===== src/rtl/snake_engine.sv =====
// -----------------------------------------------------------------------------
// snake_engine
// Snake movement engine for the VGA snake game. Holds up to MAX_LEN segment
// coordinates on a GRID_W x GRID_H cell grid and advances the snake by one
// cell every tick_period clocks while run is high. Direction requests go
// through a 2-deep queue. Growth requests are counted and applied on later
// moves. Wall and self collisions set a sticky dead flag. Wrap mode instead
// passes the head through the border. A registered per-cell query port
// classifies the cell currently being rendered.
//
// Ports
//   clk, rst_n        system clock, asynchronous active-low reset
//   start             pulse: reload the initial snake (same effect as reset)
//   run               level: stepping enabled
//   tick_period       clocks per step (0 behaves as 1)
//   wrap_mode         1 = wrap through border, 0 = border is lethal
//   dir_valid/dir_req direction request (00 UP, 01 DOWN, 10 LEFT, 11 RIGHT)
//   grow              pulse: add one segment on a later move
//   query_x/query_y   cell being rendered
//   query_hit         00 none, 01 head, 10 body, 11 wall (1-cycle latency)
//   head_x/head_y     head cell
//   length            current segment count
//   step              one-cycle pulse after each move decision
//   dead, dead_cause  sticky collision flag, cause 01 wall / 10 body
// -----------------------------------------------------------------------------
module snake_engine #(
    parameter int GRID_W   = 40,
    parameter int GRID_H   = 30,
    parameter int CW       = 6,
    parameter int MAX_LEN  = 16,
    parameter int INIT_LEN = 5,
    parameter int INIT_X   = 10,
    parameter int INIT_Y   = 5,
    parameter int TICK_W   = 24
) (
    input  logic                         clk,
    input  logic                         rst_n,
    input  logic                         start,
    input  logic                         run,
    input  logic [TICK_W-1:0]            tick_period,
    input  logic                         wrap_mode,
    input  logic                         dir_valid,
    input  logic [1:0]                   dir_req,
    input  logic                         grow,
    input  logic [CW-1:0]                query_x,
    input  logic [CW-1:0]                query_y,
    output logic [1:0]                   query_hit,
    output logic [CW-1:0]                head_x,
    output logic [CW-1:0]                head_y,
    output logic [$clog2(MAX_LEN+1)-1:0] length,
    output logic                         step,
    output logic                         dead,
    output logic [1:0]                   dead_cause
);

    localparam int              LW       = $clog2(MAX_LEN + 1);
    localparam logic [CW-1:0]   C_ZERO   = {CW{1'b0}};
    localparam logic [CW-1:0]   C_ONE    = CW'(1);
    localparam logic [CW-1:0]   X_LAST   = CW'(GRID_W - 1);
    localparam logic [CW-1:0]   Y_LAST   = CW'(GRID_H - 1);
    localparam logic [CW-1:0]   X_WRAP   = CW'(GRID_W - 2);
    localparam logic [CW-1:0]   Y_WRAP   = CW'(GRID_H - 2);
    localparam logic [LW-1:0]   LEN_MAX  = LW'(MAX_LEN);
    localparam logic [LW-1:0]   LEN_INIT = LW'(INIT_LEN);

    typedef enum logic [1:0] {
        DIR_UP    = 2'b00,
        DIR_DOWN  = 2'b01,
        DIR_LEFT  = 2'b10,
        DIR_RIGHT = 2'b11
    } dir_t;

    // UP/DOWN and LEFT/RIGHT differ only in bit 0
    function automatic dir_t opposite(input dir_t d);
        opposite = dir_t'({d[1], ~d[0]});
    endfunction

    function automatic logic on_border(input logic [CW-1:0] x, input logic [CW-1:0] y);
        on_border = (x == C_ZERO) || (x == X_LAST) || (y == C_ZERO) || (y == Y_LAST);
    endfunction

    function automatic logic [CW-1:0] init_x(input int i);
        if (i < INIT_LEN) init_x = CW'(INIT_X - i);
        else              init_x = C_ZERO;
    endfunction

    function automatic logic [CW-1:0] init_y(input int i);
        if (i < INIT_LEN) init_y = CW'(INIT_Y);
        else              init_y = C_ZERO;
    endfunction

    logic [CW-1:0]     seg_x_r [MAX_LEN];
    logic [CW-1:0]     seg_y_r [MAX_LEN];
    logic [LW-1:0]     len_r;
    logic [LW-1:0]     pend_r;
    dir_t              dir_r;
    dir_t              q_r [2];
    logic [1:0]        q_cnt_r;
    logic [TICK_W-1:0] cnt_r;
    logic              dead_r;
    logic              step_r;
    logic [1:0]        cause_r;
    logic [1:0]        qhit_r;

    logic [TICK_W-1:0] tp_last_s;
    logic              tick_s;
    dir_t              mv_dir_s;
    logic [CW-1:0]     raw_x_s, raw_y_s, nxt_x_s, nxt_y_s;
    logic              wall_s, grow_apply_s, body_hit_s, move_ok_s, pend_dec_s, grow_acc_s;
    logic [LW-1:0]     chk_lim_s;
    dir_t              q_pop_s [2];
    logic [1:0]        q_pop_cnt_s;
    dir_t              cur_pop_s;
    dir_t              ref_s;
    logic              enq_s;
    dir_t              q_nxt_s [2];
    logic [1:0]        q_nxt_cnt_s;
    logic              qbody_s;
    logic [1:0]        qhit_s;

    // terminal count of the step counter; period 0 behaves as period 1
    always_comb begin
        if (tick_period == {TICK_W{1'b0}}) tp_last_s = {TICK_W{1'b0}};
        else                               tp_last_s = tick_period - TICK_W'(1);
        tick_s = run & ~dead_r & (cnt_r == tp_last_s);
    end

    // next head cell from the direction that becomes current at this move
    always_comb begin
        if (q_cnt_r != 2'd0) mv_dir_s = q_r[0];
        else                 mv_dir_s = dir_r;
        raw_x_s = seg_x_r[0];
        raw_y_s = seg_y_r[0];
        case (mv_dir_s)
            DIR_UP:    raw_y_s = seg_y_r[0] - C_ONE;
            DIR_DOWN:  raw_y_s = seg_y_r[0] + C_ONE;
            DIR_LEFT:  raw_x_s = seg_x_r[0] - C_ONE;
            DIR_RIGHT: raw_x_s = seg_x_r[0] + C_ONE;
            default:   raw_x_s = seg_x_r[0];
        endcase
        nxt_x_s = raw_x_s;
        nxt_y_s = raw_y_s;
        if (wrap_mode) begin
            // entering a border cell re-enters on the opposite interior edge
            if (raw_x_s == C_ZERO)      nxt_x_s = X_WRAP;
            else if (raw_x_s == X_LAST) nxt_x_s = C_ONE;
            else                        nxt_x_s = raw_x_s;
            if (raw_y_s == C_ZERO)      nxt_y_s = Y_WRAP;
            else if (raw_y_s == Y_LAST) nxt_y_s = C_ONE;
            else                        nxt_y_s = raw_y_s;
        end else begin
            nxt_x_s = raw_x_s;
            nxt_y_s = raw_y_s;
        end
        wall_s = ~wrap_mode & on_border(raw_x_s, raw_y_s);
    end

    // self collision; the tail cell is free unless growth keeps it in place
    always_comb begin
        grow_apply_s = (pend_r != LW'(0)) && (len_r < LEN_MAX);
        if (grow_apply_s) chk_lim_s = len_r;
        else              chk_lim_s = len_r - LW'(1);
        body_hit_s = 1'b0;
        for (int i = 1; i < MAX_LEN; i++) begin
            if ((LW'(i) < chk_lim_s) && (seg_x_r[i] == nxt_x_s) && (seg_y_r[i] == nxt_y_s))
                body_hit_s = 1'b1;
            else
                body_hit_s = body_hit_s;
        end
        move_ok_s  = ~wall_s & ~body_hit_s;
        pend_dec_s = tick_s & move_ok_s & grow_apply_s;
        grow_acc_s = grow && ((len_r + pend_r) < LEN_MAX);
    end

    // direction queue: pop at a move first, then filter and push the request
    always_comb begin
        q_pop_s[0]  = q_r[0];
        q_pop_s[1]  = q_r[1];
        q_pop_cnt_s = q_cnt_r;
        cur_pop_s   = dir_r;
        if (tick_s && (q_cnt_r != 2'd0)) begin
            cur_pop_s   = mv_dir_s;
            q_pop_s[0]  = q_r[1];
            q_pop_cnt_s = q_cnt_r - 2'd1;
        end else begin
            cur_pop_s   = dir_r;
        end
        case (q_pop_cnt_s)
            2'd0:    ref_s = cur_pop_s;
            2'd1:    ref_s = q_pop_s[0];
            default: ref_s = q_pop_s[1];
        endcase
        enq_s = dir_valid && (q_pop_cnt_s < 2'd2) &&
                (dir_req != ref_s) && (dir_req != opposite(ref_s));
        q_nxt_s[0]  = q_pop_s[0];
        q_nxt_s[1]  = q_pop_s[1];
        q_nxt_cnt_s = q_pop_cnt_s;
        if (enq_s) begin
            if (q_pop_cnt_s == 2'd0) q_nxt_s[0] = dir_t'(dir_req);
            else                     q_nxt_s[1] = dir_t'(dir_req);
            q_nxt_cnt_s = q_pop_cnt_s + 2'd1;
        end else begin
            q_nxt_cnt_s = q_pop_cnt_s;
        end
    end

    // renderer query classification against the current snake
    always_comb begin
        qbody_s = 1'b0;
        for (int i = 1; i < MAX_LEN; i++) begin
            if ((LW'(i) < len_r) && (seg_x_r[i] == query_x) && (seg_y_r[i] == query_y))
                qbody_s = 1'b1;
            else
                qbody_s = qbody_s;
        end
        if (on_border(query_x, query_y))                            qhit_s = 2'b11;
        else if ((query_x == seg_x_r[0]) && (query_y == seg_y_r[0])) qhit_s = 2'b01;
        else if (qbody_s)                                            qhit_s = 2'b10;
        else                                                         qhit_s = 2'b00;
    end

    // game state registers; start reloads exactly what reset loads
    always_ff @(posedge clk or negedge rst_n) begin
        if (!rst_n) begin
            for (int i = 0; i < MAX_LEN; i++) begin
                seg_x_r[i] <= init_x(i);
                seg_y_r[i] <= init_y(i);
            end
            len_r <= LEN_INIT;  pend_r <= LW'(0);  dir_r <= DIR_RIGHT;
            q_r[0] <= DIR_UP;   q_r[1] <= DIR_UP;  q_cnt_r <= 2'd0;
            cnt_r <= {TICK_W{1'b0}};  dead_r <= 1'b0;  cause_r <= 2'b00;
            step_r <= 1'b0;     qhit_r <= 2'b00;
        end else if (start) begin
            for (int i = 0; i < MAX_LEN; i++) begin
                seg_x_r[i] <= init_x(i);
                seg_y_r[i] <= init_y(i);
            end
            len_r <= LEN_INIT;  pend_r <= LW'(0);  dir_r <= DIR_RIGHT;
            q_r[0] <= DIR_UP;   q_r[1] <= DIR_UP;  q_cnt_r <= 2'd0;
            cnt_r <= {TICK_W{1'b0}};  dead_r <= 1'b0;  cause_r <= 2'b00;
            step_r <= 1'b0;     qhit_r <= 2'b00;
        end else begin
            if (run && !dead_r) begin
                if (tick_s) cnt_r <= {TICK_W{1'b0}};
                else        cnt_r <= cnt_r + TICK_W'(1);
            end else begin
                cnt_r <= cnt_r;
            end
            step_r  <= tick_s;
            qhit_r  <= qhit_s;
            dir_r   <= cur_pop_s;
            q_r[0]  <= q_nxt_s[0];
            q_r[1]  <= q_nxt_s[1];
            q_cnt_r <= q_nxt_cnt_s;
            pend_r  <= pend_r - LW'(pend_dec_s) + LW'(grow_acc_s);
            if (tick_s && move_ok_s) begin
                // shifting every slot lets a new tail inherit the old tail cell
                for (int i = 1; i < MAX_LEN; i++) begin
                    seg_x_r[i] <= seg_x_r[i-1];
                    seg_y_r[i] <= seg_y_r[i-1];
                end
                seg_x_r[0] <= nxt_x_s;
                seg_y_r[0] <= nxt_y_s;
                if (grow_apply_s) len_r <= len_r + LW'(1);
                else              len_r <= len_r;
            end else if (tick_s) begin
                dead_r  <= 1'b1;
                cause_r <= wall_s ? 2'b01 : 2'b10;
            end else begin
                dead_r  <= dead_r;
            end
        end
    end

    assign head_x     = seg_x_r[0];
    assign head_y     = seg_y_r[0];
    assign length     = len_r;
    assign step       = step_r;
    assign dead       = dead_r;
    assign dead_cause = cause_r;
    assign query_hit  = qhit_r;

endmodule


===== config.mk =====
export PLATFORM = sky130hd
export DESIGN_NAME = snake_engine
export DESIGN_NICKNAME = d
export VERILOG_FILES = /design/src/rtl/snake_engine.sv
export SDC_FILE = /design/constraint.sdc
export NUM_CORES = 1
export LEC_CHECK = 0
export BUFFER_PORTS_ARGS = -buffer_cell sky130_fd_sc_hd__buf_2
export CORE_MARGIN = 2
export CORE_UTILIZATION = 51
export DETAILED_ROUTE_END_ITERATION = 8
export PLACE_DENSITY_LB_ADDON = 0.2
export SLEW_MARGIN = 20
export SYNTH_ARGS = -nofsm -noshare
export SYNTH_HDL_FRONTEND = slang
export SYNTH_SLANG_ARGS = --single-unit

===== constraint.sdc =====
create_clock -name clk -period 8.65 [get_ports clk]
set_clock_uncertainty 0.1 [all_clocks]
set_input_delay 0.4325 -clock clk [delete_from_list [all_inputs] [get_ports clk]]
set_output_delay 0.4325 -clock clk [all_outputs]
set_load 0.005 [all_outputs]

==> impl_metrics.json <==
{
  "status": "finished, final reports clean",
  "rsz0062_at_grt": "false",
  "critical_path.endpoint_type": "flop",
  "diodes": 0,
  "area_growth_pct": 8.805,
  "crit_type": "flop to flop",
  "max-slew-margin-rel_pct": 24.57,
  "cts_made_buffers": 28,
  "port_buffers": 67,
  "yosys_warnings": 0,
  "drv_cap": 0,
  "synth_fa_ha_area_share_pct": 2.080,
  "syn_area_per_cell_um2": 9.097,
  "ctsHoldBuffers": 1,
  "die_width_um": 194.6,
  "hp-class": "input port to flop",
  "ys_async_sr_fraction_pct": 100.0,
  "p_leak_nw": 9.287,
  "wirelength_um": 64280,
  "power.density_nw_per_um2": 173.7,
  "synth_edf_count": 0,
  "met1Wirelength_um": 26460,
  "fin_crit_ns": 7.547,
  "synth_seq_cells": 240,
  "ir_worst_vdd_mv": 0.1356,
  "nNetsFinal": 2120,
  "highest_layer": "met4",
  "ant_nets": 0,
  "synth_top_family_by_area": "simple AND/OR/NAND/NOR gates",
  "synth.distinct_cells": 98,
  "final_area_um2": 20160,
  "antenna_found_initial": 0,
  "yosys.area_share.simple_pct": 19.82,
  "hp-start": "dir_req[0]",
  "drv_slew": 0,
  "tns_ns": 0,
  "first_pass_iters": 7,
  "worstPathArrival_ns": 7.87,
  "gp_congestion": 0.9987,
  "synth_area_leader_cell": "dfrtp_1",
  "clk_latency_ns": 0.58,
  "crit_fanout": 12,
  "ys_seq_area_share_pct": 32.57,
  "max-clock-path-buffers": 3,
  "avgRoutedWirePerCell_um": 25.42,
  "setup_violations": 0,
  "post_cts_buffers": 0,
  "synthTopCellsByArea": "dfrtp_1, mux2i_1, xnor2_1",
  "wl_met3_um": 5747,
  "dpl-instance-area_um2": 19150,
  "io_pins": 68,
  "utilization_pct": 56.55,
  "die_h_um": 194.6,
  "min_period_over_period_pct": 87.25,
  "synthCells": 2037,
  "grt_overflow": 0,
  "vias_per_cell": 6.460,
  "max_freq_mhz": 132.5,
  "track_usage_pct": 33.59,
  "drcViolationCount": 0,
  "wl_met2_um": 29150,
  "grt_pass1_vias": 16116,
  "clkSlewWorstSetupHoldPaths_ns": 0.06,
  "crit_start": "q_cnt_r[1]$_DFF_PN0_",
  "cp.required_ns": 8.97,
  "worstReg2RegStart": "q_cnt_r[1]$_DFF_PN0_",
  "num_rows": 69,
  "hold_viol": 0,
  "synth_top_area_share_pct": 29.17,
  "muxShareOfSynthArea_pct": 12.07,
  "synth_xor_area_share_pct": 19.31,
  "root_buffer": "clkbuf_16",
  "whs_ns": 0.03970,
  "drt_iter0_drc": 1686,
  "tritoncts": "built",
  "grt_max_degree": 112,
  "ys.flop_type": "dfrtp_1",
  "cts_max_level": 1,
  "grt_pass1_wl_um": 98050,
  "dieArea_um2": 37880,
  "core-area_um2": 35660,
  "hpwlAfterDp_um": 47680,
  "worstMarginPinSlew_ns": 1.123,
  "cts_resized": 0,
  "cts.sinks": 240,
  "start_util_pct": 51.97,
  "synth_fp_nets": 2111,
  "drive_gt1_share_pct": 11.36,
  "synth_compound_area_share_pct": 9.487,
  "via_count": 16338,
  "synth_area_um2": 18530,
  "startpoint_type": "flop"
}
==> per-stage QoR <==
step	std cells	power, W	setup slack, ns
5_1_grt	2529	0.003631	0.6712
2_1_floorplan	2037	0.001893	2.609
4_1_cts	2529	0.003489	1.241
3_3_place_gp	2476	0.002187	1.459
6_report	2529	0.003502	1.103
3_5_place_dp	2476	0.002206	1.251
==> final cells by class <==
| class | count | area [um^2] |
|---|---|---|
| Fill cell | 3226 | 15490 |
| Multi-Input combinational cell | 1625 | 11670 |
| Clock buffer | 39 | 813.3 |
| Inverter | 43 | 166.4 |
| Sequential cell | 240 | 6036 |
| Tap cell | 461 | 576.8 |
| Timing Repair Buffer | 108 | 718.2 |
| Clock inverter | 13 | 182.7 |
==> report_power, final <==
| group | internal [W] | total [W] | switching [W] |
|---|---|---|---|
| logic | 0.000381 | 0.00107 | 0.000692 |
| registers | 0.00113 | 0.00115 | 0.0000128 |
| clock network | 0.000776 | 0.00128 | 0.000507 |
==> path summary, 6_finish.rpt <==
kind                                        endpoint  slack [ns]  cells after the start
min in group asynchronous     q_pop_s[1]$_DFFE_PN0P_        0.35                      2
hold reg to reg            dead_cause[1]$_DFFE_PN0P_        0.39                      2
setup reg to reg                 pend_r[4]$_DFF_PN0_        1.10                     27
max in group asynchronous    seg_y_r[27]$_DFFE_PN0P_        6.58                      3
setup / recovery                 pend_r[4]$_DFF_PN0_        1.10                     27
hold / removal                      q_r[2]$_DFF_PN0_        0.04                      3
==> cells in the mapped netlist (26+ instances only) <==
library cell and number:
nand2_1 264, dfrtp_1 216, mux2i_1 206, xnor2_1 200, xor2_1 196, nor2_1 124, clkbuf_1 69, nor4_1 65
nand4_1 55, a21oi_1 52, nand3_1 43, inv_1 40, o21ai_0 38, nor3_1 37, ha_1 26
==> kinds of logic after synthesis <==
kind of cell,count (synthesis)
xor+xnor,402
fa+ha+maj,29
flops,240
compound gates,246
simple gates,728
mux,220
buf+inv,172
==> state kept, by name, summed over array words and instances (netlist names) <==
name	flops
pend_r	5
dir_r	2
cnt_r	24
head_y	6
dead	1
q_cnt_r	2
seg_x_r	90
step	1
q_pop_s	2
seg_y_r	90
dead_cause	2
head_x	6
length	5
query_hit	2
q_r	2
==> per-layer routing <==
layer,global-route usage (%),up-vias
met4,13.99,0
met1,44.22,8090
li1,-,7252
met2,53.98,817
met3,6.837,179
met5,0,-
==> critical path, cell delays in order (launching register included) <==
cell     delay, ns
dfrtp_1       0.36
inv_1         0.14
ha_1          0.31
mux2i_4       0.45
nand2_1       0.24
ha_1          0.41
a21oi_1       0.20
and2_1        0.18
a21oi_1       0.13
o21ai_1       0.27
nand2_2       0.32
o41ai_4       0.78
nand2_1       0.49
xnor2_1       0.28
nor4_1        0.10
or3_1         0.34
nor3_1        0.19
nor4b_1       0.68
ha_1          0.36
inv_1         0.05
ha_1          0.15
inv_1         0.05
fa_1          0.39
inv_1         0.07
a21oi_1       0.05
nor2_1        0.11
or3_1         0.12
a21oi_1       0.06
==> cell usage in the layout, fill, tap and decap left out, drive strengths merged, types with 20 or more instances in the layout <==
cell type	n
dfstp	24
dfrtp	216
or4	21
mux2i	209
nor2	125
inv	42
nor4	67
xor2	196
a21oi	54
buf	107
ha	26
nand4	56
nand2	266
clkbuf	39
o21ai	41
nor3	38
xnor2	204
nand3	43
or3	20
(Power assumes the default switching activity.)
